## config.mk

```make
export PLATFORM = sky130hd
export DESIGN_NAME = imem_load_ctrl
export DESIGN_NICKNAME = d
export VERILOG_FILES = /design/src/rtl/imem_load_pkg.sv /design/src/rtl/strobe_edge_det.sv /design/src/rtl/imem_load_ctrl.sv
export SDC_FILE = /design/constraint.sdc
export NUM_CORES = 1
export LEC_CHECK = 0
export ABC_AREA = 1
export CAP_MARGIN = 30
export CORE_AREA = 2 2 112 114
export DETAILED_ROUTE_END_ITERATION = 16
export DIE_AREA = 0 0 114 116
export GPL_TIMING_DRIVEN = 0
export PLACE_DENSITY = 0.84
export SKIP_CTS_REPAIR_TIMING = 1
export SYNTH_ARGS = -nofsm -noshare
export SYNTH_HDL_FRONTEND = slang
export SYNTH_SLANG_ARGS = --single-unit
```

## constraint.sdc

```tcl
create_clock -name clk_int -period 4.3 [get_ports clk_int]
set_clock_uncertainty 0.15 [all_clocks]
set_input_delay 0.645 -clock clk_int [delete_from_list [all_inputs] [get_ports clk_int]]
set_output_delay 0.645 -clock clk_int [all_outputs]
set_load 0.1 [all_outputs]
```

## src/rtl/imem_load_pkg.sv

```systemverilog
// Shared definitions for the instruction-memory load controller:
// chip mode encodings, frame sizing helper and controller FSM states.
package imem_load_pkg;

    localparam logic [1:0] MODE_DEBUG = 2'd0;
    localparam logic [1:0] MODE_LOAD  = 2'd1;
    localparam logic [1:0] MODE_RUN   = 2'd2;

    // Payload bytes needed to carry address + data, MSB first.
    function automatic int frame_bytes(input int aw, input int dw, input int bw);
        return (aw + dw + bw - 1) / bw;
    endfunction

    localparam int FRAME_BYTES_DEFAULT = frame_bytes(10, 40, 8);

    typedef enum logic [1:0] {
        IDLE    = 2'd0,
        COLLECT = 2'd1,
        CHECK   = 2'd2,
        WRITE   = 2'd3
    } state_e;

endpackage

```

## src/rtl/strobe_edge_det.sv

```systemverilog
// Rising-edge detector for the synchronised imem_clock level; one-cycle
// stroke when the level goes from low to high.
module strobe_edge_det (
    input  logic clk_i,
    input  logic rst_i,
    input  logic strobe_i,
    output logic stroke_o
);

    logic prev_q;

    always_ff @(posedge clk_i or posedge rst_i) begin
        if (rst_i) begin
            prev_q <= 1'b0;
        end else begin
            prev_q <= strobe_i;
        end
    end

    assign stroke_o = strobe_i & ~prev_q;

endmodule

```

## src/rtl/imem_load_ctrl.sv

```systemverilog
// Instruction-memory loader: assembles byte strokes from port A into
// address/data/checksum frames and writes validated words into the core imem.
module imem_load_ctrl
    import imem_load_pkg::*;
#(
    parameter int         ADDR_W    = 10,
    parameter int         DATA_W    = 40,
    parameter int         BYTE_W    = 8,
    parameter logic [1:0] LOAD_MODE = MODE_LOAD,
    parameter int         TIMEOUT   = 1024
) (
    input  logic              clk_int,
    input  logic              reset,
    input  logic [1:0]        mode,
    input  logic [BYTE_W-1:0] byte_in,
    input  logic              strobe_in,
    output logic [ADDR_W-1:0] imem_write_adr,
    output logic [DATA_W-1:0] imem_in,
    output logic              imem_write,
    output logic              core_hold,
    output logic              busy,
    output logic [ADDR_W-1:0] word_count,
    output logic              err_cksum,
    output logic              err_timeout
);

    localparam int NB    = frame_bytes(ADDR_W, DATA_W, BYTE_W);
    localparam int PL_W  = ADDR_W + DATA_W;
    localparam int CNT_W = $clog2(NB + 2);
    localparam int TMO_W = $clog2(TIMEOUT + 1);
    localparam logic [CNT_W-1:0] CKSUM_IDX = CNT_W'(NB);
    localparam logic [TMO_W-1:0] TMO_LAST  = TMO_W'(TIMEOUT - 1);

    state_e            state_q, state_d;
    logic [PL_W-1:0]   payload_q, payload_d;
    logic [BYTE_W-1:0] cksum_q, cksum_d;
    logic [CNT_W-1:0]  byte_cnt_q, byte_cnt_d;
    logic [TMO_W-1:0]  tmo_q, tmo_d;
    logic [ADDR_W-1:0] adr_q, adr_d;
    logic [DATA_W-1:0] data_q, data_d;
    logic [ADDR_W-1:0] wcnt_q, wcnt_d;
    logic              err_ck_q, err_ck_d;
    logic              err_to_q, err_to_d;

    logic load_en;
    logic stroke;
    logic cksum_ok;

    strobe_edge_det u_edge (
        .clk_i   (clk_int),
        .rst_i   (reset),
        .strobe_i(strobe_in),
        .stroke_o(stroke)
    );

    assign load_en  = (mode == LOAD_MODE);
    // Running XOR covers payload and checksum byte, so a good frame folds to zero.
    assign cksum_ok = (cksum_q == '0);

    always_ff @(posedge clk_int or posedge reset) begin
        if (reset) begin
            state_q <= IDLE;
        end else begin
            state_q <= state_d;
        end
    end

    always_comb begin
        state_d = state_q;
        if (state_q != IDLE && !load_en) begin
            state_d = IDLE;
        end else begin
            case (state_q)
                IDLE:    if (load_en) state_d = COLLECT;
                COLLECT: if (stroke && byte_cnt_q == CKSUM_IDX) state_d = CHECK;
                CHECK:   state_d = cksum_ok ? WRITE : COLLECT;
                WRITE:   state_d = COLLECT;
                default: state_d = IDLE;
            endcase
        end
    end

    always_comb begin
        imem_write = (state_q == WRITE) && load_en;
        core_hold  = load_en;
        busy       = (byte_cnt_q != '0);
    end

    always_comb begin
        payload_d  = payload_q;
        cksum_d    = cksum_q;
        byte_cnt_d = byte_cnt_q;
        tmo_d      = tmo_q;
        adr_d      = adr_q;
        data_d     = data_q;
        wcnt_d     = wcnt_q;
        err_ck_d   = err_ck_q;
        err_to_d   = err_to_q;
        if (state_q != IDLE && !load_en) begin
            byte_cnt_d = '0;
            cksum_d    = '0;
            tmo_d      = '0;
        end else begin
            case (state_q)
                IDLE: begin
                    if (load_en) begin
                        wcnt_d     = '0;
                        err_ck_d   = 1'b0;
                        err_to_d   = 1'b0;
                        byte_cnt_d = '0;
                        cksum_d    = '0;
                        tmo_d      = '0;
                    end
                end
                COLLECT: begin
                    if (stroke) begin
                        // The checksum byte only feeds the XOR; leading pad bits fall off the top.
                        if (byte_cnt_q != CKSUM_IDX) begin
                            payload_d = {payload_q[PL_W-BYTE_W-1:0], byte_in};
                        end
                        cksum_d    = cksum_q ^ byte_in;
                        byte_cnt_d = byte_cnt_q + CNT_W'(1);
                        tmo_d      = '0;
                    end else if (byte_cnt_q != '0) begin
                        if (tmo_q == TMO_LAST) begin
                            err_to_d   = 1'b1;
                            byte_cnt_d = '0;
                            cksum_d    = '0;
                            tmo_d      = '0;
                        end else begin
                            tmo_d = tmo_q + TMO_W'(1);
                        end
                    end
                end
                CHECK: begin
                    if (cksum_ok) begin
                        adr_d  = payload_q[DATA_W +: ADDR_W];
                        data_d = payload_q[DATA_W-1:0];
                    end else begin
                        err_ck_d   = 1'b1;
                        byte_cnt_d = '0;
                        cksum_d    = '0;
                    end
                end
                WRITE: begin
                    wcnt_d     = wcnt_q + ADDR_W'(1);
                    byte_cnt_d = '0;
                    cksum_d    = '0;
                end
                default: ;
            endcase
        end
    end

    always_ff @(posedge clk_int or posedge reset) begin
        if (reset) begin
            payload_q  <= '0;
            cksum_q    <= '0;
            byte_cnt_q <= '0;
            tmo_q      <= '0;
            adr_q      <= '0;
            data_q     <= '0;
            wcnt_q     <= '0;
            err_ck_q   <= 1'b0;
            err_to_q   <= 1'b0;
        end else begin
            payload_q  <= payload_d;
            cksum_q    <= cksum_d;
            byte_cnt_q <= byte_cnt_d;
            tmo_q      <= tmo_d;
            adr_q      <= adr_d;
            data_q     <= data_d;
            wcnt_q     <= wcnt_d;
            err_ck_q   <= err_ck_d;
            err_to_q   <= err_to_d;
        end
    end

    assign imem_write_adr = adr_q;
    assign imem_in        = data_q;
    assign word_count     = wcnt_q;
    assign err_cksum      = err_ck_q;
    assign err_timeout    = err_to_q;

endmodule

```

==> run metrics, run 1 <==
Die Y 116 um; HPWL after DPL 9470 um; worst path cell trace clkdlybuf4s50_1, inv_1, nand2_2, nor2_2, clkdlybuf4s50_1; clock power share 0.232; source of the worst hold timing path payload_q[14]; # setup viols final 0; leading area contributor after synthesis dfrtp_1; RR Startpoint state_q[1]; Max Cap Viol 0; CP Data Arrival Time 2.72 ns; part of the power in registers 0.308; wirelength, routed 14200 um; Critical-path top delay cell clkdlybuf4s50_1; crit path max fanout 8; most frequent cells in the layout nand2_1, dfrtp_1, o21ai_0; internal power 0.00340 W; Die W 114 um; largest net degree at the start of global routing 38; leakage power 3.53 nW; vias in the first global route 4745; fin nets 789; CP Buf/Inv Count 3; WL/cell 15.3 um; area grow syn2layout 27.8%; hold depth 2; CTS tree done; Switching Share 0.486; crit path kind input port to primary output; crit path launch mode[1]; root buffer cell clkbuf_16; worst setup margin 0.785 ns; GR Util All Layers 0.228; CP Capture Type primary output; Hold Path End payload_q[22]; peak per-stage delay on the critical path 1.19 ns; H-tree depth 4; Place WS 0.790 ns; Worst path top cell family by delay buffers and inverters; Final Max Tran Viols 0; initial core utilization 0.496; number of synthesized register bits 138; clk buf depth 2; worst rel slew slack 0.316; fmax 284 MHz; worst slew pin tran 1.02 ns; reg2reg end payload_q[2]; syn nets 690; Final min period 3.52 ns; setup TNS 0 ns; R2R setup slack 1.85 ns; Synth warnings 0; syn avg cell area 8.84 um2; post-synthesis cell area 5910 um2; Synth area leaders dfrtp_1, nand2_1, o21ai_0; ratio of cells with drive above 1 in the final layout 0.0756; crit path launch type input port; Pre-Repair DR Iteration Count 5; final core utilization 0.634; DR DRC count 0; Num CTS Buffers 17; final hold violations 0; IO Pins 78; status finished clean; Port Buffers 77; GPL Wtd Cong 0.825; period utilization 0.817; via-per-instance ratio 5.30; Post-Synthesis Cells 669; Worst R2R Path Depth 8; initial antenna violation count 1; RSZ-0062 raised after global routing no; Peak VDD IR 0.000451 V; Switching Power 0.00322 W; clock sink total 138; Yosys cell types 30; Hold WS 0.333 ns; filler cell count in the final layout 973; Routed Antenna Nets 0; grt total ovfl 0; DR iter-0 viols 306; PwrDens 876 nW/um2; HP Class flip-flop to flip-flop; std cell rows 40; Clock Pin Slew Worst Setup and Hold Paths 0.06 ns; Comb pwr share 0.460; WP data required 3.50 ns; worst skew pair latency 0.43 ns; most common cell after layout, fill and taps aside nand2_1; post-synthesis sequential area ratio 0.584; cell repeated most along the worst path clkdlybuf4s50_1; Die Area 13200 um2; vias 4915; first-pass GRT wire length 23200 um; Core ar. 11900 um2; area share of the largest cell type after synthesis 0.584
## cell usage after synthesis
cell type and number:
o211ai_1 1, o22ai_1 1, nand4_1 16, nand2_4 1, buf_2 15, a21oi_1 1
nand2_2 2, or2_2 2, o21ai_1 12, nand3_1 29, inv_1 91, nor3b_1 1
a31oi_1 1, nor3_1 2, o21ai_0 123, ha_1 8, nor2_4 1, xnor2_1 2
and2_1 1, nand2_1 164, nand3_2 1, o21bai_1 1, o31ai_1 1, nor3_4 1
clkbuf_1 13, dfrtp_1 138, nor2_2 2, xor2_1 8, mux2i_1 1, nor2_1 29
## worst max-delay path by stage
stage / endpoint / cells past startpoint
3_5_place_dp: imem_write / 5
4_1_cts: imem_write / 5
3_3_place_gp: cksum_q[3] / 2
2_1_floorplan: word_count[3] / 6
5_1_grt: imem_write / 5
6_report: imem_write / 5
## layer usage
layer  vias up  global-route usage  wire length, um
li1       2351                   -                -
met5         -                   0                0
met1      2381               0.286             6030
met3        25              0.0560              719
met2       158               0.379             7100
met4         0              0.0984              306
## power groups by stage
| stage | clock network (W) | registers [W] | logic [W] |
|---|---|---|---|
| 6_report | 0.00153 | 0.00204 | 0.00304 |
| 5_1_grt | 0.00161 | 0.00209 | 0.00322 |
| 4_1_cts | 0.00155 | 0.00203 | 0.00305 |
| 3_5_place_dp | 0 | 0.00204 | 0.00300 |
| 3_3_place_gp | 0 | 0.00202 | 0.00294 |
| 2_1_floorplan | 0 | 0.00346 | 0.000803 |
## kinds of logic after synthesis
kind of cell             synth area share
multiplexers                      0.00169
AND/OR/NAND/NOR                     0.183
flip-flops                          0.584
adder cells (fa/ha/maj)            0.0169
buffers and inverters              0.0787
XOR/XNOR                           0.0148
AO/OA/AOI/OAI                       0.121
## state kept, by name (all words and copies together) (netlist names)
name and flops:
tmo_q 11, cksum_q 8, byte_cnt_q 4, err_cksum 1, err_timeout 1, u_edge.prev_q 1, word_count 10, state_q 2
imem_in 40, payload_q 50, imem_write_adr 10
## layout make-up
class | count | area (um2) | share of cell area
Sequential cell | 138 | 3450 | 0.457
Multi-Input combinational cell | 412 | 1990 | 0.264
Timing Repair Buffer | 80 | 831 | 0.110
Clock buffer | 18 | 429 | 0.0568
Inverter | 91 | 345 | 0.0457
Clock inverter | 13 | 191 | 0.0253
Tap cell | 147 | 184 | 0.0243
Buffer | 28 | 124 | 0.0164
Antenna cell | 1 | 2.50 | 0.000331
## worst min-delay path, stage by stage, from the launching register on
cell and delay [ns]:
dfrtp_1 0.34, nand2_1 0.05, o21ai_0 0.06
## stage by stage
stage	area (um2)	std cells	power, W
after detailed placement	6930	896	0.00504
after CTS	7550	927	0.00663
after global routing	7550	927	0.00692
final	7550	928	0.00662
after floorplan	5920	669	0.00426
after global placement	6870	893	0.00496
(Power assumes the default switching activity.)
==> run 2: changes to the inputs <==
Settings changed: CORE_AREA 2 2 112 114 to 2 2 107 109, DIE_AREA 0 0 114 116 to 0 0 109 111, PLACE_DENSITY 0.84 to 0.88.
Clock period 4.3 ns to 3.45 ns, I/O delays scaled along.
==> run metrics, run 2 (synthesized netlist as in run 1, its figures left out) <==
area grow syn2layout 27.3% (was 27.8%); worst slew pin tran 1.02 ns (about the same); Core ar. 11100 um2 (was 11900 um2); clk buf depth 2 (unchanged); RSZ-0062 raised after global routing no (unchanged); CP Capture Type primary output (unchanged); root buffer cell clkbuf_16 (unchanged); Die Area 12100 um2 (was 13200 um2); cell repeated most along the worst path clkdlybuf4s50_1 (unchanged); status finished clean (unchanged); wirelength, routed 14200 um (about the same); filler cell count in the final layout 808 (was 973); Die W 109 um (was 114 um); GR Util All Layers 0.255 (was 0.228); worst setup margin 0.213 ns (was 0.785 ns); PwrDens 1090 nW/um2 (was 876 nW/um2); clock sink total 138 (unchanged); DR DRC count 0 (unchanged); Largest register FFs 50 (unchanged); Pre-Repair DR Iteration Count 5 (unchanged); vias in the first global route 5032 (was 4745); H-tree depth 4 (unchanged); period utilization 0.938; IO Pins 78 (unchanged); initial core utilization 0.534 (was 0.496); crit path launch type input port (unchanged); worst rel slew slack 0.320 (was 0.316); fin nets 789 (unchanged); Port Buffers 77 (unchanged); most frequent cells in the layout nand2_1, dfrtp_1, o21ai_0 (unchanged); Peak VDD IR 0.000678 V (was 0.000451 V); Top reg by flops payload_q (unchanged); vias 5032 (was 4915); final hold violations 0 (unchanged); Ant. Diodes 0 (was 1); Worst path top cell family by delay buffers and inverters (unchanged); Placed Cells 892 (was 896); first-pass GRT wire length 23800 um (was 23200 um); Place WS 0.203 ns (was 0.790 ns); CP Buf/Inv Count 2 (was 3); Num CTS Buffers 17 (unchanged); CTS tree done (unchanged); WL/cell 15.4 um (was 15.3 um); GPL Wtd Cong 0.906 (was 0.825); Max Cap Viol 0 (unchanged); grt total ovfl 0 (unchanged); Die Y 111 um (was 116 um); Final Max Tran Viols 0 (unchanged); Final min period 3.24 ns; Clock Pin Slew Worst Setup and Hold Paths 0.06 ns (about the same); crit path max fanout 8 (unchanged); leakage power 3.51 nW (was 3.53 nW); HPWL after DPL 9570 um (was 9470 um); fmax 309 MHz; WP data required 2.78 ns (was 3.50 ns); peak per-stage delay on the critical path 1.19 ns (about the same); crit path kind input port to primary output (unchanged); Routed Antenna Nets 0 (unchanged); CP Data Arrival Time 2.57 ns (was 2.72 ns); initial antenna violation count 0 (was 1); most common cell after layout, fill and taps aside nand2_1 (unchanged); via-per-instance ratio 5.45 (was 5.30); # setup viols final 0 (unchanged); worst path cell trace clkdlybuf4s50_1, nand2_2, nor2_2, clkdlybuf4s50_1 (was clkdlybuf4s50_1, inv_1, nand2_2, nor2_2, clkdlybuf4s50_1); DR iter-0 viols 450 (was 306); std cell rows 39 (was 40); Layout Cells excl Fill 923 (was 928); largest net degree at the start of global routing 42 (was 38); worst skew pair latency 0.42 ns (was 0.43 ns); Critical-path top delay cell clkdlybuf4s50_1 (unchanged); HP Class flip-flop to flip-flop (unchanged); ratio of cells with drive above 1 in the final layout 0.0731 (was 0.0756)
-- run 2: cell types whose count changed in the layout (fill, tap and decap cells not counted), sizes merged --
cell	before	now
bufinv	4	3
inv	94	92
diode	1	0
clkinvlp	1	4
clkinv	5	1
clkbuf	31	35
-- run 2: per-layer routing --
metal / track usage / up-vias / routed length, um
li1: - / 2342 / -
met1: 0.328 / 2431 / 5930
met2: 0.401 / 207 / 6980
met3: 0.0676 / 52 / 757
met4: 0.121 / 0 / 510
met5: 0 / - / 0
-- run 2: final cells by class --
class,instances,area [um2],area share
clock inverter,9,139,0.0184
buffer,28,124,0.0165
tap,143,179,0.0238
clock buffer,22,464,0.0617
multi-input combinational,412,1990,0.265
timing repair buffer,80,831,0.110
sequential,138,3450,0.459
inverter,91,345,0.0459
-- run 2: worst paths after layout --
check | start | endpoint | slack [ns] | depth (start not counted)
max | mode[0] | imem_write | 0.21 | 4
min | imem_write_adr[2] | imem_write_adr[2] | 0.33 | 2
max reg2reg | state_q[1] | payload_q[46] | 1.03 | 8
min reg2reg | imem_write_adr[2] | imem_write_adr[2] | 0.33 | 2
max in group asynchronous | reset | imem_in[4] | 1.61 | 5
min in group asynchronous | reset | imem_write_adr[2] | 0.42 | 2
-- run 2: tightest hold or removal path, cell delays in order (launching register included) --
cell	delay (ns)
dfrtp_1	0.34
nand2_1	0.05
o21ai_0	0.05
-- run 2: report_power, final --
group	leakage [nW]	switching, W	total, W	internal (W)
sequential	1.78	0.000349	0.00254	0.00219
combinational	1.44	0.00295	0.00378	0.000830
clock	0.283	0.000694	0.00187	0.00118
total	3.51	0.00400	0.00820	0.00420
-- run 2: through the flow --
stage / hold WS [ns] / power [W] / utilization / cell area, um2 / TNS [ns]
floorplan: 0.303 / 0.00531 / - / 5920 / 0
global placement: 0.307 / 0.00618 / 0.620 / 6870 / -11.49
detailed placement: 0.321 / 0.00629 / 0.625 / 6930 / 0
CTS: 0.330 / 0.00821 / 0.680 / 7530 / 0
global route: 0.350 / 0.00857 / 0.680 / 7530 / 0
finish: 0.329 / 0.00820 / 0.680 / 7530 / 0
